==> config.mk <==
export PLATFORM = sky130hd
export DESIGN_NAME = adc_datain_flat
export DESIGN_NICKNAME = d
export VERILOG_FILES = /design/src/rtl/adc_datain_pkg.sv /design/src/rtl/adc_datain_if.sv /design/src/rtl/adc_datain_sync_edge.sv /design/src/rtl/adc_datain.sv /design/src/flat_wrapper.sv
export SDC_FILE = /design/constraint.sdc
export NUM_CORES = 1
export LEC_CHECK = 0
export CAP_MARGIN = 0
export CORE_MARGIN = 2
export CORE_UTILIZATION = 54
export DETAILED_ROUTE_END_ITERATION = 10
export GPL_ROUTABILITY_DRIVEN = 0
export MAX_ROUTING_LAYER = met4
export PLACE_DENSITY = 0.78
export SETUP_SLACK_MARGIN = 0.15
export SYNTH_ARGS = -nofsm -noshare
export SYNTH_HDL_FRONTEND = slang
export SYNTH_SLANG_ARGS = --single-unit
==> constraint.sdc <==
create_clock -name CLK -period 2.85 [get_ports CLK]
set_clock_uncertainty 0.1 [all_clocks]
set_input_delay 0.855 -clock CLK [delete_from_list [all_inputs] [get_ports CLK]]
set_output_delay 0.855 -clock CLK [all_outputs]
set_load 0.1 [all_outputs]
==> src/rtl/adc_datain_pkg.sv <==
// Shared types and constants for the I2S ADC capture stage.
package adc_datain_pkg;

    localparam int unsigned WIDTH_DEFAULT = 16;

    typedef enum logic [1:0] {
        StIdle,
        StSkip,
        StShift,
        StHold
    } state_e;

    localparam logic CH_LEFT  = 1'b0;
    localparam logic CH_RIGHT = 1'b1;

endpackage

==> src/rtl/adc_datain_if.sv <==
// Codec-side serial pins plus the parallel sample outputs of the capture stage.
interface adc_datain_if
    import adc_datain_pkg::*;
#(
    parameter int unsigned WIDTH = WIDTH_DEFAULT
);
    logic                    bclk;
    logic                    lrclk;
    logic                    adc_dat;
    logic signed [WIDTH-1:0] dataL;
    logic signed [WIDTH-1:0] dataR;
    logic                    valid;
    logic                    frame_err;

    modport master (
        output bclk, lrclk, adc_dat,
        input  dataL, dataR, valid, frame_err
    );

    modport slave (
        input  bclk, lrclk, adc_dat,
        output dataL, dataR, valid, frame_err
    );
endinterface

==> src/rtl/adc_datain_sync_edge.sv <==
// Multi-stage synchronizer with a registered edge pulse; o_level is the level
// the input moved to, valid in the same cycle as o_edge.
module adc_datain_sync_edge #(
    parameter int unsigned SYNC_STAGES = 2
) (
    input  logic i_clk,
    input  logic i_rst_n,
    input  logic i_d,
    output logic o_level,
    output logic o_edge
);
    logic [SYNC_STAGES-1:0] r_sync;
    logic                   r_prev;
    logic                   r_edge;

    always_ff @(posedge i_clk or negedge i_rst_n) begin
        if (!i_rst_n) begin
            r_sync <= '0;
            r_prev <= 1'b0;
            r_edge <= 1'b0;
        end else begin
            r_sync <= {r_sync[SYNC_STAGES-2:0], i_d};
            r_prev <= r_sync[SYNC_STAGES-1];
            r_edge <= r_sync[SYNC_STAGES-1] ^ r_prev;
        end
    end

    assign o_level = r_prev;
    assign o_edge  = r_edge;

endmodule

==> src/rtl/adc_datain.sv <==
// I2S receiver for the WM8731 ADC: captures one left/right pair per LRCK frame
// and strobes valid when both channels of a frame arrived complete.
module adc_datain
    import adc_datain_pkg::*;
#(
    parameter int unsigned WIDTH       = WIDTH_DEFAULT,
    parameter int unsigned SYNC_STAGES = 2
) (
    input logic         CLK,
    input logic         RST_N,
    adc_datain_if.slave io_bus
);
    localparam int unsigned CntW = $clog2(WIDTH + 1);
    localparam logic [CntW-1:0] LastBit = CntW'(WIDTH - 1);

    logic w_bclk_level, w_bclk_edge, w_bclk_rise;
    logic w_lr_level, w_lr_edge;
    logic w_dat;
    logic [SYNC_STAGES-1:0] r_dat_sync;

    state_e           r_state, w_state_d;
    logic [CntW-1:0]  r_bit_cnt, w_bit_cnt_d;
    logic             r_ch, w_ch_d;
    logic [WIDTH-2:0] r_shift, w_shift_d;
    logic [WIDTH-1:0] w_word;
    logic [WIDTH-1:0] r_left_stage, w_left_stage_d;
    logic             r_left_ok, w_left_ok_d;
    logic [WIDTH-1:0] r_dataL, w_dataL_d;
    logic [WIDTH-1:0] r_dataR, w_dataR_d;
    logic             r_valid, w_valid_d;
    logic             r_frame_err, w_frame_err_d;

    adc_datain_sync_edge #(.SYNC_STAGES(SYNC_STAGES)) u_sync_bclk (
        .i_clk   (CLK),
        .i_rst_n (RST_N),
        .i_d     (io_bus.bclk),
        .o_level (w_bclk_level),
        .o_edge  (w_bclk_edge)
    );

    adc_datain_sync_edge #(.SYNC_STAGES(SYNC_STAGES)) u_sync_lrclk (
        .i_clk   (CLK),
        .i_rst_n (RST_N),
        .i_d     (io_bus.lrclk),
        .o_level (w_lr_level),
        .o_edge  (w_lr_edge)
    );

    // Data skips the edge-detect stage so it lines up with the registered bclk rise.
    always_ff @(posedge CLK or negedge RST_N) begin
        if (!RST_N) begin
            r_dat_sync <= '0;
        end else begin
            r_dat_sync <= {r_dat_sync[SYNC_STAGES-2:0], io_bus.adc_dat};
        end
    end

    assign w_dat       = r_dat_sync[SYNC_STAGES-1];
    assign w_bclk_rise = w_bclk_edge & w_bclk_level;
    assign w_word      = {r_shift, w_dat};

    always_comb begin
        w_state_d      = r_state;
        w_bit_cnt_d    = r_bit_cnt;
        w_ch_d         = r_ch;
        w_shift_d      = r_shift;
        w_left_stage_d = r_left_stage;
        w_left_ok_d    = r_left_ok;
        w_dataL_d      = r_dataL;
        w_dataR_d      = r_dataR;
        w_valid_d      = 1'b0;
        w_frame_err_d  = 1'b0;

        // An lrclk edge always restarts the channel, even if bclk rose in the same cycle.
        if (w_lr_edge) begin
            if (r_state == StSkip || r_state == StShift) begin
                w_frame_err_d = 1'b1;
            end
            if (w_lr_level == CH_LEFT) begin
                w_left_ok_d = 1'b0;
            end
            w_state_d   = StSkip;
            w_ch_d      = w_lr_level;
            w_bit_cnt_d = '0;
        end else if (w_bclk_rise) begin
            case (r_state)
                StSkip: w_state_d = StShift;
                StShift: begin
                    w_shift_d   = w_word[WIDTH-2:0];
                    w_bit_cnt_d = r_bit_cnt + 1'b1;
                    if (r_bit_cnt == LastBit) begin
                        w_state_d = StHold;
                        if (r_ch == CH_LEFT) begin
                            w_left_stage_d = w_word;
                            w_left_ok_d    = 1'b1;
                        end else if (r_ch == CH_RIGHT && r_left_ok) begin
                            w_dataL_d = r_left_stage;
                            w_dataR_d = w_word;
                            w_valid_d = 1'b1;
                        end
                    end
                end
                default: ;
            endcase
        end
    end

    always_ff @(posedge CLK or negedge RST_N) begin
        if (!RST_N) begin
            r_state      <= StIdle;
            r_bit_cnt    <= '0;
            r_ch         <= CH_LEFT;
            r_shift      <= '0;
            r_left_stage <= '0;
            r_left_ok    <= 1'b0;
            r_dataL      <= '0;
            r_dataR      <= '0;
            r_valid      <= 1'b0;
            r_frame_err  <= 1'b0;
        end else begin
            r_state      <= w_state_d;
            r_bit_cnt    <= w_bit_cnt_d;
            r_ch         <= w_ch_d;
            r_shift      <= w_shift_d;
            r_left_stage <= w_left_stage_d;
            r_left_ok    <= w_left_ok_d;
            r_dataL      <= w_dataL_d;
            r_dataR      <= w_dataR_d;
            r_valid      <= w_valid_d;
            r_frame_err  <= w_frame_err_d;
        end
    end

    assign io_bus.dataL     = r_dataL;
    assign io_bus.dataR     = r_dataR;
    assign io_bus.valid     = r_valid;
    assign io_bus.frame_err = r_frame_err;

endmodule

==> src/flat_wrapper.sv <==
// flat-port wrapper written by rule: the top's interface ports become plain ports
module adc_datain_flat import adc_datain_pkg::*;
#(
    parameter int unsigned WIDTH       = WIDTH_DEFAULT,
    parameter int unsigned SYNC_STAGES = 2
)
  (CLK, RST_N, io_bus_bclk, io_bus_lrclk, io_bus_adc_dat, io_bus_dataL, io_bus_dataR, io_bus_valid, io_bus_frame_err);
  adc_datain_if #(.WIDTH(WIDTH)) io_bus_i ();
  input logic CLK;
  input logic RST_N;
  input wire logic [$bits(io_bus_i.bclk)-1:0] io_bus_bclk;
  input wire logic [$bits(io_bus_i.lrclk)-1:0] io_bus_lrclk;
  input wire logic [$bits(io_bus_i.adc_dat)-1:0] io_bus_adc_dat;
  output wire logic [$bits(io_bus_i.dataL)-1:0] io_bus_dataL;
  output wire logic [$bits(io_bus_i.dataR)-1:0] io_bus_dataR;
  output wire logic [$bits(io_bus_i.valid)-1:0] io_bus_valid;
  output wire logic [$bits(io_bus_i.frame_err)-1:0] io_bus_frame_err;
  assign io_bus_i.bclk = io_bus_bclk;
  assign io_bus_i.lrclk = io_bus_lrclk;
  assign io_bus_i.adc_dat = io_bus_adc_dat;
  assign io_bus_dataL = io_bus_i.dataL;
  assign io_bus_dataR = io_bus_i.dataR;
  assign io_bus_valid = io_bus_i.valid;
  assign io_bus_frame_err = io_bus_i.frame_err;
  adc_datain #(.WIDTH(WIDTH), .SYNC_STAGES(SYNC_STAGES)) u_core (.CLK(CLK), .RST_N(RST_N), .io_bus(io_bus_i));
endmodule
; ---- After elaboration in Yosys (flattened, before gate mapping)
; Cells that the tools add are included.
[totals]
n_memories = 0
output_inout_bits = 34
register_bits = 84
latchBits = 0
wordCells = 62
ram_bits = 0
input_bits = 5
mem_bits_ro = 0
[classes]
n_reduce_logical = 12
n_addsub = 1
eq_ne = 6
n_shift = 0
n_bitwise = 5
n_mux = 21
n_lt_le_gt_ge = 0
div = 0
n_mul = 0
[op_table]
columns = op, count
row1 = $mux W5, 3
row2 = $mux W1, 14
row3 = $reduce_and A5 Y1, 2
row4 = $mux W2, 3
row5 = $reduce_and A3 Y1, 2
row6 = $reduce_and A6 Y1, 1
row7 = $reduce_bool A2 Y1, 3
row8 = $add A5 B1 Y5 const B, 1
row9 = $eq A5 B4 Y1 const B, 1
row10 = $ne A2 B2 Y1 const B, 2
row11 = $pmux W2 S2, 1
row12 = $ne A3 B3 Y1 const B, 1
row13 = $reduce_bool A3 Y1, 1
row14 = $eq A2 B1 Y1 const B, 1
row15 = $eq A2 B2 Y1 const B, 1
row16 = $not A1 Y1, 2
row17 = $reduce_and A2 Y1, 1
row18 = $xor A1 B1 Y1, 2
row19 = $and A1 B1 Y1, 1
row20 = $logic_and A1 B1 Y1, 1
row21 = $logic_or A1 B1 Y1, 1

; ---- Longest topological paths before layout
[logic_depth]
word_depth = 7
ltp_mapped = 7
mapped_depth_nobuf = 6

; ---- Hierarchy
; Synthesis repeated with hierarchy kept, for this count alone.
[hier_totals]
cells_unflattened = 193
hier_area_um2 = 3158.0
[modules_own_cells]
columns = module, n_inst, area_per_inst_um2, seq_area_each_um2, cells_per_inst
row1 = adc_datain, 1, 2940.3, 1901.8, 183
row2 = adc_datain_sync_edge, 2, 108.9, 100.1, 5

; ---- Worst setup path before layout
; No wires, ideal clock.
[synth_timing]
kind = reg-to-reg
start = register u_core.r_state[0]
end = register u_core.r_left_stage[10]
path_buffers = 1
t_required_ps = 2625
path_stages_with_launch = 7
period_less_slack_ps = 2009
t_arrival_ps = 1784
setup_ps = 125
slack_ps = 841
path_cell_list = dfrtp_1 -> inv_1 -> ha_1 -> nand4b_4 -> nor3b_4 -> buf_6 -> mux2_2
[synth_via]
elab_chain_cells = 2
[synth_rtl]
columns = element, line
row1 = from (decl), adc_datain.sv:21  ; state_e r_state, w_state_d;
row2 = from (signal assigned), adc_datain.sv:110  ; r_state <= StIdle;
row3 = from (signal assigned), adc_datain.sv:121  ; r_state <= w_state_d;
row4 = $eq A2 B2 Y1, adc_datain.sv:86  ; case (r_state)
row5 = $reduce_and A5 Y1 (no line), n/a
row6 = to (signal assigned), adc_datain.sv:125  ; r_left_stage <= w_left_stage_d;
row7 = to (decl), adc_datain.sv:26  ; logic [WIDTH-1:0] r_left_stage, w_left_stage_d;
; No other way between the ends.
; A chain may end at the register's enable or synchronous reset.

; ---- Worst setup path after layout
[layout_timing]
start = register u_core.r_state[0]
end = register u_core.r_left_stage[9]
; Same word-level chain as after synthesis.

==> summary.txt <==
STA
  – Final setup TNS: 0 ns
  – Hold WS: 0.248 ns
  – Tcrit/Tclk final: 0.772
  – Final hold violations: 0
  – Final Max Slew Viols: 0
  – Final number of setup-violating endpoints: 0
  – RSZ-0062 raised after global routing: no
  – Period minus WS final: around 2.2 ns
  – Least-Margin Pin Slew: approximately 0.52 ns
  – Max-slew headroom: 0.651
  – Fmax: between 0.4 and 0.5 GHz

Critical path
  – Crit-path leading delay family: simple AND/OR/NAND/NOR gates
  – Crit. End Element: register
  – Crit-path cells: inv_1, ha_1, nand4b_4, nor3b_4, buf_4, mux2_2
  – Critical path's largest stage delay: ~0.42 ns
  – Worst Path Max Fanout: 12
  – CP Data Required Time: ~3 ns
  – Critical path buffers and inverters: 2
  – Setup CP Type: reg -> reg
  – Worst EP arrival: approximately 2.3 ns
  – Worst setup SP type: register
  – Slowest stage cell, crit path: dfrtp_1
  – Crit path depth: 6
  – R2R depth: 6

Floorplan
  – Die height: between 80 and 90 µm
  – Rows: 27
  – Initial core utilization: 0.567
  – Core area: between 5000 and 6000 µm²
  – Io pins: 39
  – DIE WIDTH: 80.5 µm
  – Die area: approximately 6500 µm²

GRT
  – First-pass GRT wire length: between 8 and 9 mm
  – Initial antenna violation count: 0
  – Largest net degree at the start of global routing: 41
  – Number of global-route vias before repair: between 1500 and 2000
  – Overflow after GRT: 0
  – Total track usage: 0.174

Synth
  – Count leader, synth: dfrtp_1
  – Ys Warns: 0
  – Top cell type's share of synthesized area: 0.665
  – Yosys cell types: 27
  – Syn nets: 203
  – Syn_area_per_cell: 16.3 µm²
  – Seq cells post-synth: 84
  – Synthesized cell area: around 3200 µm²
  – Main flop type after synthesis: dfrtp_1
  – Sequential share of the synthesized area: 0.665
  – Post-synth top cells: dfrtp_1 (84), mux2_2 (65), nand3_1 (5)
  – Synth area leader: dfrtp_1
  – Ys async rst share: 1.00
  – Top cells by area, synth: dfrtp_1 (67%), mux2_2 (23%), ha_1 (1.6%), xor2_1 (1.1%), nand3_1 (0.79%)
  – Cell count after synthesis: a little under 200
  – EDFF count, synth: 0

Detailed routing
  – Final WL: 4.67 mm
  – DRC viols: 0
  – DRT antenna net count: 0
  – DR vias: roughly 1700
  – 1st-iter DRT viols: 67
  – First-pass iteration count of the detailed router: 4
  – Via density: between 5 and 6
  – Per-cell routed wire length: between 10 and 15 µm

Pwr
  – VDD IR max: around 400 µV
  – PD cells: just under 600 nW/µm²
  – Leakage power: slightly below 0.002 µW

Run status
  – Outcome: finished clean

Cells and area
  – Share of cells above drive strength 1: 0.508
  – Nets: 250
  – Util after Layout: 0.677
  – Antenna cells: 0
  – Area growth, synth to finish: 19.4%

Min path
  – HP Class: reg -> reg
  – Hold path cells: 0

CTS
  – Reg clk slew, reported paths: about 0.08 ns
  – Hold_buf cts: 0
  – Post-CTS sizing: 0
  – Clock Root Buffer: clkbuf_8
  – Post-CTS setup buffers: 0
  – Max clock buf depth: 2
  – H-tree Lvls: 3
  – TritonCTS buffer count: 9
  – Insertion delay to the later sink of the worst-skew pair: 0.35 ns
  – CTS tree: done
  – Num Clock Sinks: 84

Placed design
  – I/O Buffers: 38
  – DPL Wire Length: between 3 and 4 mm

Run
  – Max cap viols: 0
[sequential cells by signal (all words and copies together), names as in the netlist, 2 cells and up]
signal,count
u_core.u_sync_lrclk.r_sync,2
u_core.r_dat_sync,2
u_core.u_sync_bclk.r_sync,2
u_core.r_bit_cnt,5
u_core.r_shift,15
u_core.r_left_stage,16
u_core.r_state,2
u_core.io_bus.dataR,16
u_core.io_bus.dataL,16
[power breakdown]
group / internal [µW] / switching (µW)
Sequential: 1210 / 24.5
Clock: 454 / 417
Combinational: 38.6 / 72.2
[final timing paths]
check	startpoint	end	slack (ns)
worst min register to register	u_core.r_dat_sync[0]	u_core.r_dat_sync[1]	0.25
worst min-delay path	u_core.r_dat_sync[0]	u_core.r_dat_sync[1]	0.25
worst max register to register	u_core.r_state[0]	u_core.r_left_stage[9]	0.65
min in group asynchronous	RST_N	u_core.io_bus.dataR[11]	0.38
max in group asynchronous	RST_N	u_core.io_bus.dataR[1]	1.68
worst max-delay path	u_core.r_state[0]	u_core.r_left_stage[9]	0.65
[per-layer routing]
layer | global-route usage | wire length [µm] | up-vias
met1 | 0.234 | 2240 | 842
met2 | 0.244 | 2140 | 37
met3 | 0.0382 | 181 | 9
met4 | 0.105 | 98 | 0
li1 | - | - | 779
met5 | - | 0 | -
[worst reg2reg max path: stages (launching register included)]
cell	delay, ns
dfrtp_1	0.42
inv_1	0.07
ha_1	0.26
nand4b_4	0.24
nor3b_4	0.37
buf_4	0.28
mux2_2	0.35
[area by class of cell]
class                      count  area (µm²)
inverter                       3        11.3
multi-input combinational    100        1000
fill                         413        1800
tap                           72        90.1
clock inverter                 5        58.8
timing repair buffer          43         355
clock buffer                  11         151
sequential                    84        2100
[layout by cell type (no fill, tap or decap)]
master | Yosys | layout
dfrtp_1 | 84 | 84
mux2_2 | 65 | 65
buf_4 | 3 | 38
clkbuf_8 | 0 | 11
nand3_1 | 5 | 5
xor2_1 | 4 | 4
a21oi_1 | 4 | 4
ha_1 | 4 | 4
inv_1 | 3 | 3
nor2_1 | 3 | 3
clkdlybuf4s50_1 | 0 | 3
clkinvlp_4 | 0 | 2
buf_12 | 0 | 2
and3_1 | 1 | 1
nor2b_1 | 1 | 1
nand4b_4 | 1 | 1
nor2_4 | 0 | 1
nor3b_4 | 1 | 1
o21ai_0 | 1 | 1
or3_1 | 1 | 1
nand4_1 | 1 | 1
mux2i_1 | 1 | 1
a31oi_1 | 1 | 1
o21bai_1 | 1 | 1
or2_2 | 1 | 1
nand2_1 | 1 | 1
nand2b_1 | 1 | 1
a21o_1 | 1 | 1
inv_6 | 0 | 1
bufinv_16 | 0 | 1
clkinv_2 | 0 | 1
[cells by family after synthesis]
kind of cell / count (synthesis) / synth area share
multiplexers: 66 / 0.235
flip-flops: 84 / 0.665
AO/OA/AOI/OAI: 8 / 0.0146
buffers and inverters: 10 / 0.0186
XOR/XNOR: 4 / 0.0111
AND/OR/NAND/NOR: 18 / 0.0400
adder cells (fa/ha/maj): 4 / 0.0158
[through the flow]
step / std cells / setup WS (ns) / cell area (µm²) / power (µW)
after floorplan: 194 / 0.841 / 3160 / 1320
final: 318 / 0.651 / 3770 / 2220
after CTS: 318 / 0.610 / 3770 / 2250
after global placement: 302 / 0.677 / 3560 / 1370
after detailed placement: 302 / 0.621 / 3560 / 1380
after global routing: 318 / 0.442 / 3770 / 2310
Note: power is estimated with default switching activity, not from simulation.
==> RTL change 1, RTL diff (same settings) <==
Reset style: synchronous (`RST_N` and `i_rst_n`), changed in 3 clocked blocks.
--- a/src/rtl/adc_datain_sync_edge.sv
+++ b/src/rtl/adc_datain_sync_edge.sv
@@ -13,7 +13,7 @@
     logic                   r_prev;
     logic                   r_edge;
 
-    always_ff @(posedge i_clk or negedge i_rst_n) begin
+    always_ff @(posedge i_clk) begin
         if (!i_rst_n) begin
             r_sync <= '0;
             r_prev <= 1'b0;
--- a/src/rtl/adc_datain.sv
+++ b/src/rtl/adc_datain.sv
@@ -47,7 +47,7 @@
     );
 
     // Data skips the edge-detect stage so it lines up with the registered bclk rise.
-    always_ff @(posedge CLK or negedge RST_N) begin
+    always_ff @(posedge CLK) begin
         if (!RST_N) begin
             r_dat_sync <= '0;
         end else begin
@@ -105,7 +105,7 @@
         end
     end
 
-    always_ff @(posedge CLK or negedge RST_N) begin
+    always_ff @(posedge CLK) begin
         if (!RST_N) begin
             r_state      <= StIdle;
             r_bit_cnt    <= '0;
Function: differs if RST_N is asserted again (counterexample within 10 cycles, from zero or initial values and one cycle with RST_N low); with RST_N held inactive, the same outputs for 10 cycles.
==> RTL change 1 against the unedited design <==
Count of clock-buffer cells in the layout did not move. Global-route usage grew 1.8 points. Via count rose by 29%. Sequential cell count stayed put. Wire length rose by 18%. Synthesized cell count increased by 63%. Setup slack improved by 0.14 ns. Design area is 2.3% lower. Synthesized area increased by 0.16%.
Power is not compared: it rests on default switching activity, and its combinational part moved more than twofold at a synthesized area within 25%.
==> RTL change 1: results (changes against the unedited design) <==
metric;value;unit;change
Post-CTS Setup Bufs;0;;unchanged
switching power;0.433;mW;
post_cts resized;0;;unchanged
fillers;453;;was 413
Synth area leaders;dfxtp_1 53%, mux2i_1 16%, nand2_1 11%, a21boi_0 3.6%, and2_1 2.2%;;was dfrtp_1 67%, mux2_2 23%, ha_1 1.6%, xor2_1 1.1%, nand3_1 0.79%
PortBufs;38;;unchanged
vias in the first global route;1988;;was 1,693
arrival time worst endpoint;2.24;ns;was 2.33 ns
Clk Latency, worst-skew pair;0.35;ns;about the same
Post-DP Area;0.00347;mm^2;was 0.00356 mm^2
Async SR Flop Fraction;0;;was 1.00
setup slack, reg-to-reg;0.79;ns;was 0.65 ns
largest fanout on the critical path;33;;was 12
root buf cell;clkbuf_8;;unchanged
vias per std cell;5.05;;was 5.24
pin count of the biggest net entering global routing;41;;unchanged
commonest cells in the synthesized netlist;96 x nand2_1, 84 x dfxtp_1, 50 x mux2i_1;;was 84 x dfrtp_1, 65 x mux2_2, 5 x nand3_1
Worst Max-Slew Pin Slew;0.564;ns;was 0.523 ns
global-route wire length before repair;9290;um;was 8150 um
largest area contributor in the netlist;dfxtp_1;;was dfrtp_1
sequential cell area fraction in the yosys report;0.531;;was 0.665
FF-to-FF End;u_core.io_bus.dataL[9];;was u_core.r_left_stage[9]
HPWL after DPL;3570;um;was 3170 um
layout cells sized above 1;0.169;;was 0.508
clock-pin slew on the worst setup and hold paths;0.08;ns;about the same
reg2reg path depth;7;;was 6
status;finished clean;;unchanged
routed len/inst;12.9;um;was 14.7 um
area of the multi-input gates;0.00134;mm^2;was 0.00100 mm^2
Critical Path Source;u_core.r_bit_cnt[0];;was u_core.r_state[0]
clock buffer depth;2;;unchanged
post-synthesis cell type count;33;;was 27
min-delay worst type;register to register;;unchanged
Global Route Usage Sum;0.193;;was 0.174
Hold Fails Final Rpt;0;;unchanged
initial DRC count;130;;was 67
final net count;359;;was 250
Mapped Nets;326;;was 203
RTL change 1: cell types whose count changed in the layout (fill, tap and decap cells not counted), moves of 2 or more:
cell	change
dfxtp_1	+84
mux2_2	-64
clkinvlp_4	-2
nand3_1	-2
a21boi_0	+15
nand2_1	+95
and2_1	+11
o21a_1	+2
dfrtp_1	-84
mux2i_1	+49
RTL change 1: worst min path at each step:
stage	start	endpoint	slack [ns]	cells after the start
floorplan	u_core.r_dat_sync[0]	u_core.r_dat_sync[1]	0.31	1
global placement	u_core.u_sync_bclk.r_sync[0]	u_core.u_sync_bclk.r_sync[1]	0.31	1
detailed placement	u_core.u_sync_bclk.r_sync[0]	u_core.u_sync_bclk.r_sync[1]	0.33	1
CTS	u_core.r_dat_sync[0]	u_core.r_dat_sync[1]	0.35	1
global route	u_core.u_sync_bclk.r_sync[0]	u_core.u_sync_bclk.r_sync[1]	0.35	1
finish	u_core.u_sync_bclk.r_sync[0]	u_core.u_sync_bclk.r_sync[1]	0.34	1
RTL change 1: kinds of logic after synthesis:
group	synth area share
simple gates	0.180
flops	0.531
mux	0.162
buf+inv	0.0462
compound gates	0.0538
xor+xnor	0.0111
fa+ha+maj	0.0158
RTL change 1: final cells by class:
class,count,area share
sequential,84,0.456
multi-input combinational,208,0.365
timing repair buffer,43,0.0923
clock buffer,11,0.0384
tap,72,0.0244
clock inverter,4,0.0200
inverter,4,0.00407
RTL change 1: layer usage:
metal,track usage,up-vias,share of wire
met5,-,-,0
met4,0.0915,0,0.016
met3,0.0551,7,0.048
met2,0.280,45,0.44
met1,0.247,995,0.49
li1,-,1105,-
RTL change 1: critical path, cell delays in order (launching register included):
cell and delay, ns:
dfxtp_1 0.37, ha_1 0.18, and3_1 0.16, ha_1 0.21, nand4b_1 0.16, nor2_4 0.10, buf_4 0.47, mux2i_1 0.26
RTL change 1: through the flow:
stage               cells  worst slack (ns)
global route          426             0.596
floorplan             317             0.971
finish                426             0.786
global placement      411             0.833
detailed placement    411             0.770
CTS                   426             0.752
RTL change 1: power groups by stage:
stage,combinational [mW],clock (mW),sequential (mW)
global placement,0.0430,0,1.21
global route,0.0477,0.987,1.19
detailed placement,0.0432,0,1.21
finish,0.0433,0.916,1.18
floorplan,0.0322,0,1.21
CTS,0.0434,0.936,1.18
==> RTL change 2, RTL diff (config.mk and constraints unchanged) <==
Without the edit above. `WIDTH_DEFAULT`: 16 -> 32.
--- a/src/rtl/adc_datain_pkg.sv
+++ b/src/rtl/adc_datain_pkg.sv
@@ -1,7 +1,7 @@
 // Shared types and constants for the I2S ADC capture stage.
 package adc_datain_pkg;
 
-    localparam int unsigned WIDTH_DEFAULT = 16;
+    localparam int unsigned WIDTH_DEFAULT = 32;
 
     typedef enum logic [1:0] {
         StIdle,
Ports: changed (resized io_bus_dataL and io_bus_dataR); port bits go from 39 to 71. No check against the original RTL was run, so the function may have changed too.
==> RTL change 2 against the unedited design <==
Synthesized area up 89%. Wire length up 120%. Critical path type unchanged. Highest routed layer unchanged. Setup slack got worse by 0.10 ns. Hold slack worse by 0.097 ns. Via count increased by 98%. Sequential cell count is 65 higher. Critical path depth increased by 1. Design area rose by 93%. Die area grew 84%. Total power up 110%.
==> RTL change 2: results (changes against the unedited design) <==
metric;value;unit;change
reg2reg path depth;7;;was 6
GRT met3 Usage;0.0580;;was 0.0382
static leakage;3.98;nW;was 1.96 nW
clock-pin slew on the worst setup and hold paths;0.06;ns;was 0.08 ns
initial DRC count;164;;was 67
clock buffer depth;2;;unchanged
worst r2r src;u_core.r_state[0];;unchanged
First-pass DRT Iterations;4;;unchanged
FF-to-FF End;u_core.io_bus.dataR[14];;was u_core.r_left_stage[9]
pin count of the biggest net entering global routing;63;;was 41
Post-DP Area;0.00666;mm^2;was 0.00356 mm^2
Synth area leaders;dfrtp_1 62%, mux2_4 22%, nand2_1 6.1%, buf_6 2.3%, mux2_2 1.5%;;was dfrtp_1 67%, mux2_2 23%, ha_1 1.6%, xor2_1 1.1%, nand3_1 0.79%
vias per std cell;5.22;;was 5.24
largest fanout on the critical path;35;;was 12
arrival time worst endpoint;2.61;ns;was 2.33 ns
Post-Place Cells;605;;was 302
n_diodes;0;;unchanged
post_cts resized;0;;unchanged
cell family with most CP delay;buffers and inverters;;was simple AND/OR/NAND/NOR gates
H-tree depth;4;;was 3
commonest cells in the synthesized netlist;149 x dfrtp_1, 97 x nand2_1, 89 x mux2_4;;was 84 x dfrtp_1, 65 x mux2_2, 5 x nand3_1
Async SR Flop Fraction;1.00;;unchanged
global-route wire length before repair;17400;um;was 8150 um
Global Route Usage Sum;0.199;;was 0.174
layout cells sized above 1;0.411;;was 0.508
largest stage delay on the critical path;0.41;ns;
met1 Track Usage GR;0.265;;was 0.234
post-synthesis cell type count;28;;was 27
Worst Max-Slew Pin Slew;0.485;ns;was 0.523 ns
final net count;492;;was 250
sequential cell area fraction in the yosys report;0.623;;was 0.665
Mapped Nets;413;;was 203
Synth Warn #;0;;unchanged
status;finished clean;;unchanged
vias in the first global route;3365;;was 1,693
setup slack, reg-to-reg;0.55;ns;was 0.65 ns
Worst path slowest cell;dfrtp_1;;unchanged
syn_area_per_cell;14.8;um^2;was 16.3 um^2
initial antenna violation count;0;;unchanged
CTS Buf Count;17;;was 9
HPWL after DPL;6560;um;was 3170 um
min-delay worst type;input port to asynchronous set/reset pin;;was register to register
routed len/inst;16.5;um;was 14.7 um
Clk Latency, worst-skew pair;0.52;ns;was 0.35 ns
Post-Layout Cell Count;634;;was 318
PortBufs;70;;was 38
M2 GR Usage;0.295;;was 0.244
VDD IR max;0.349;mV;was 0.403 mV
RTL change 2: worst reg2reg max path, delay by kind of cell (launching register included):
family | cells | cell delay (ns)
adders and majority gates | 1 | 0.26
buffers and inverters | 3 | 0.65
and+or+nand+nor | 2 | 0.43
muxes | 1 | 0.33
DFF | 1 | 0.41
RTL change 2: cells by family after synthesis:
kind of cell | count (synthesis) | synth area share
compound gates | 11 | 0.0107
xor+xnor | 4 | 0.00585
fa+ha+maj | 3 | 0.00627
buf+inv | 22 | 0.0288
flops | 149 | 0.623
mux | 98 | 0.240
simple gates | 118 | 0.0855
RTL change 2: routing by layer:
layer  share of wire  vias up  wire, um
met3           0.043       17       447
met2            0.47       81      4930
met4           0.015        0       157
met1            0.47     1686      4890
met5               0        -         0
li1                -     1523         -
RTL change 2: power breakdown:
part,internal [mW],switching [mW]
clock,1.51,0.806
sequential,2.14,0.0203
combinational,0.0302,0.0823
RTL change 2: cell type report:
type                            count  area [um^2]
Timing Repair Buffer               79          654
Inverter                            3         11.3
Fill cell                         746         3570
Clock buffer                       19          432
Tap cell                          140          175
Sequential cell                   149         3730
Multi-Input combinational cell    234         2090
Clock inverter                     10          181
RTL change 2: stage by stage:
step / util / hold WS (ns) / total power, mW / worst slack, ns
final: 0.670 / 0.151 / 4.59 / 0.550
after global routing: 0.670 / 0.165 / 4.76 / 0.394
after CTS: 0.670 / 0.149 / 4.64 / 0.538
after detailed placement: 0.614 / 0.236 / 2.31 / 0.554
after global placement: 0.614 / 0.234 / 2.30 / 0.650
after floorplan: - / 0.231 / 2.24 / 0.846
RTL change 2: how the worst max path moves through the flow:
stage	from	end	slack, ns	cells past startpoint
after floorplan	u_core.r_state[0]	u_core.r_left_stage[10]	0.85	8
after global placement	u_core.r_state[0]	u_core.io_bus.dataL[5]	0.65	7
after detailed placement	u_core.r_state[0]	u_core.io_bus.dataR[14]	0.55	7
after CTS	u_core.r_state[0]	u_core.io_bus.dataR[14]	0.54	7
after global routing	u_core.r_state[0]	u_core.io_bus.dataR[9]	0.39	7
final	u_core.r_state[0]	u_core.io_bus.dataR[14]	0.55	7
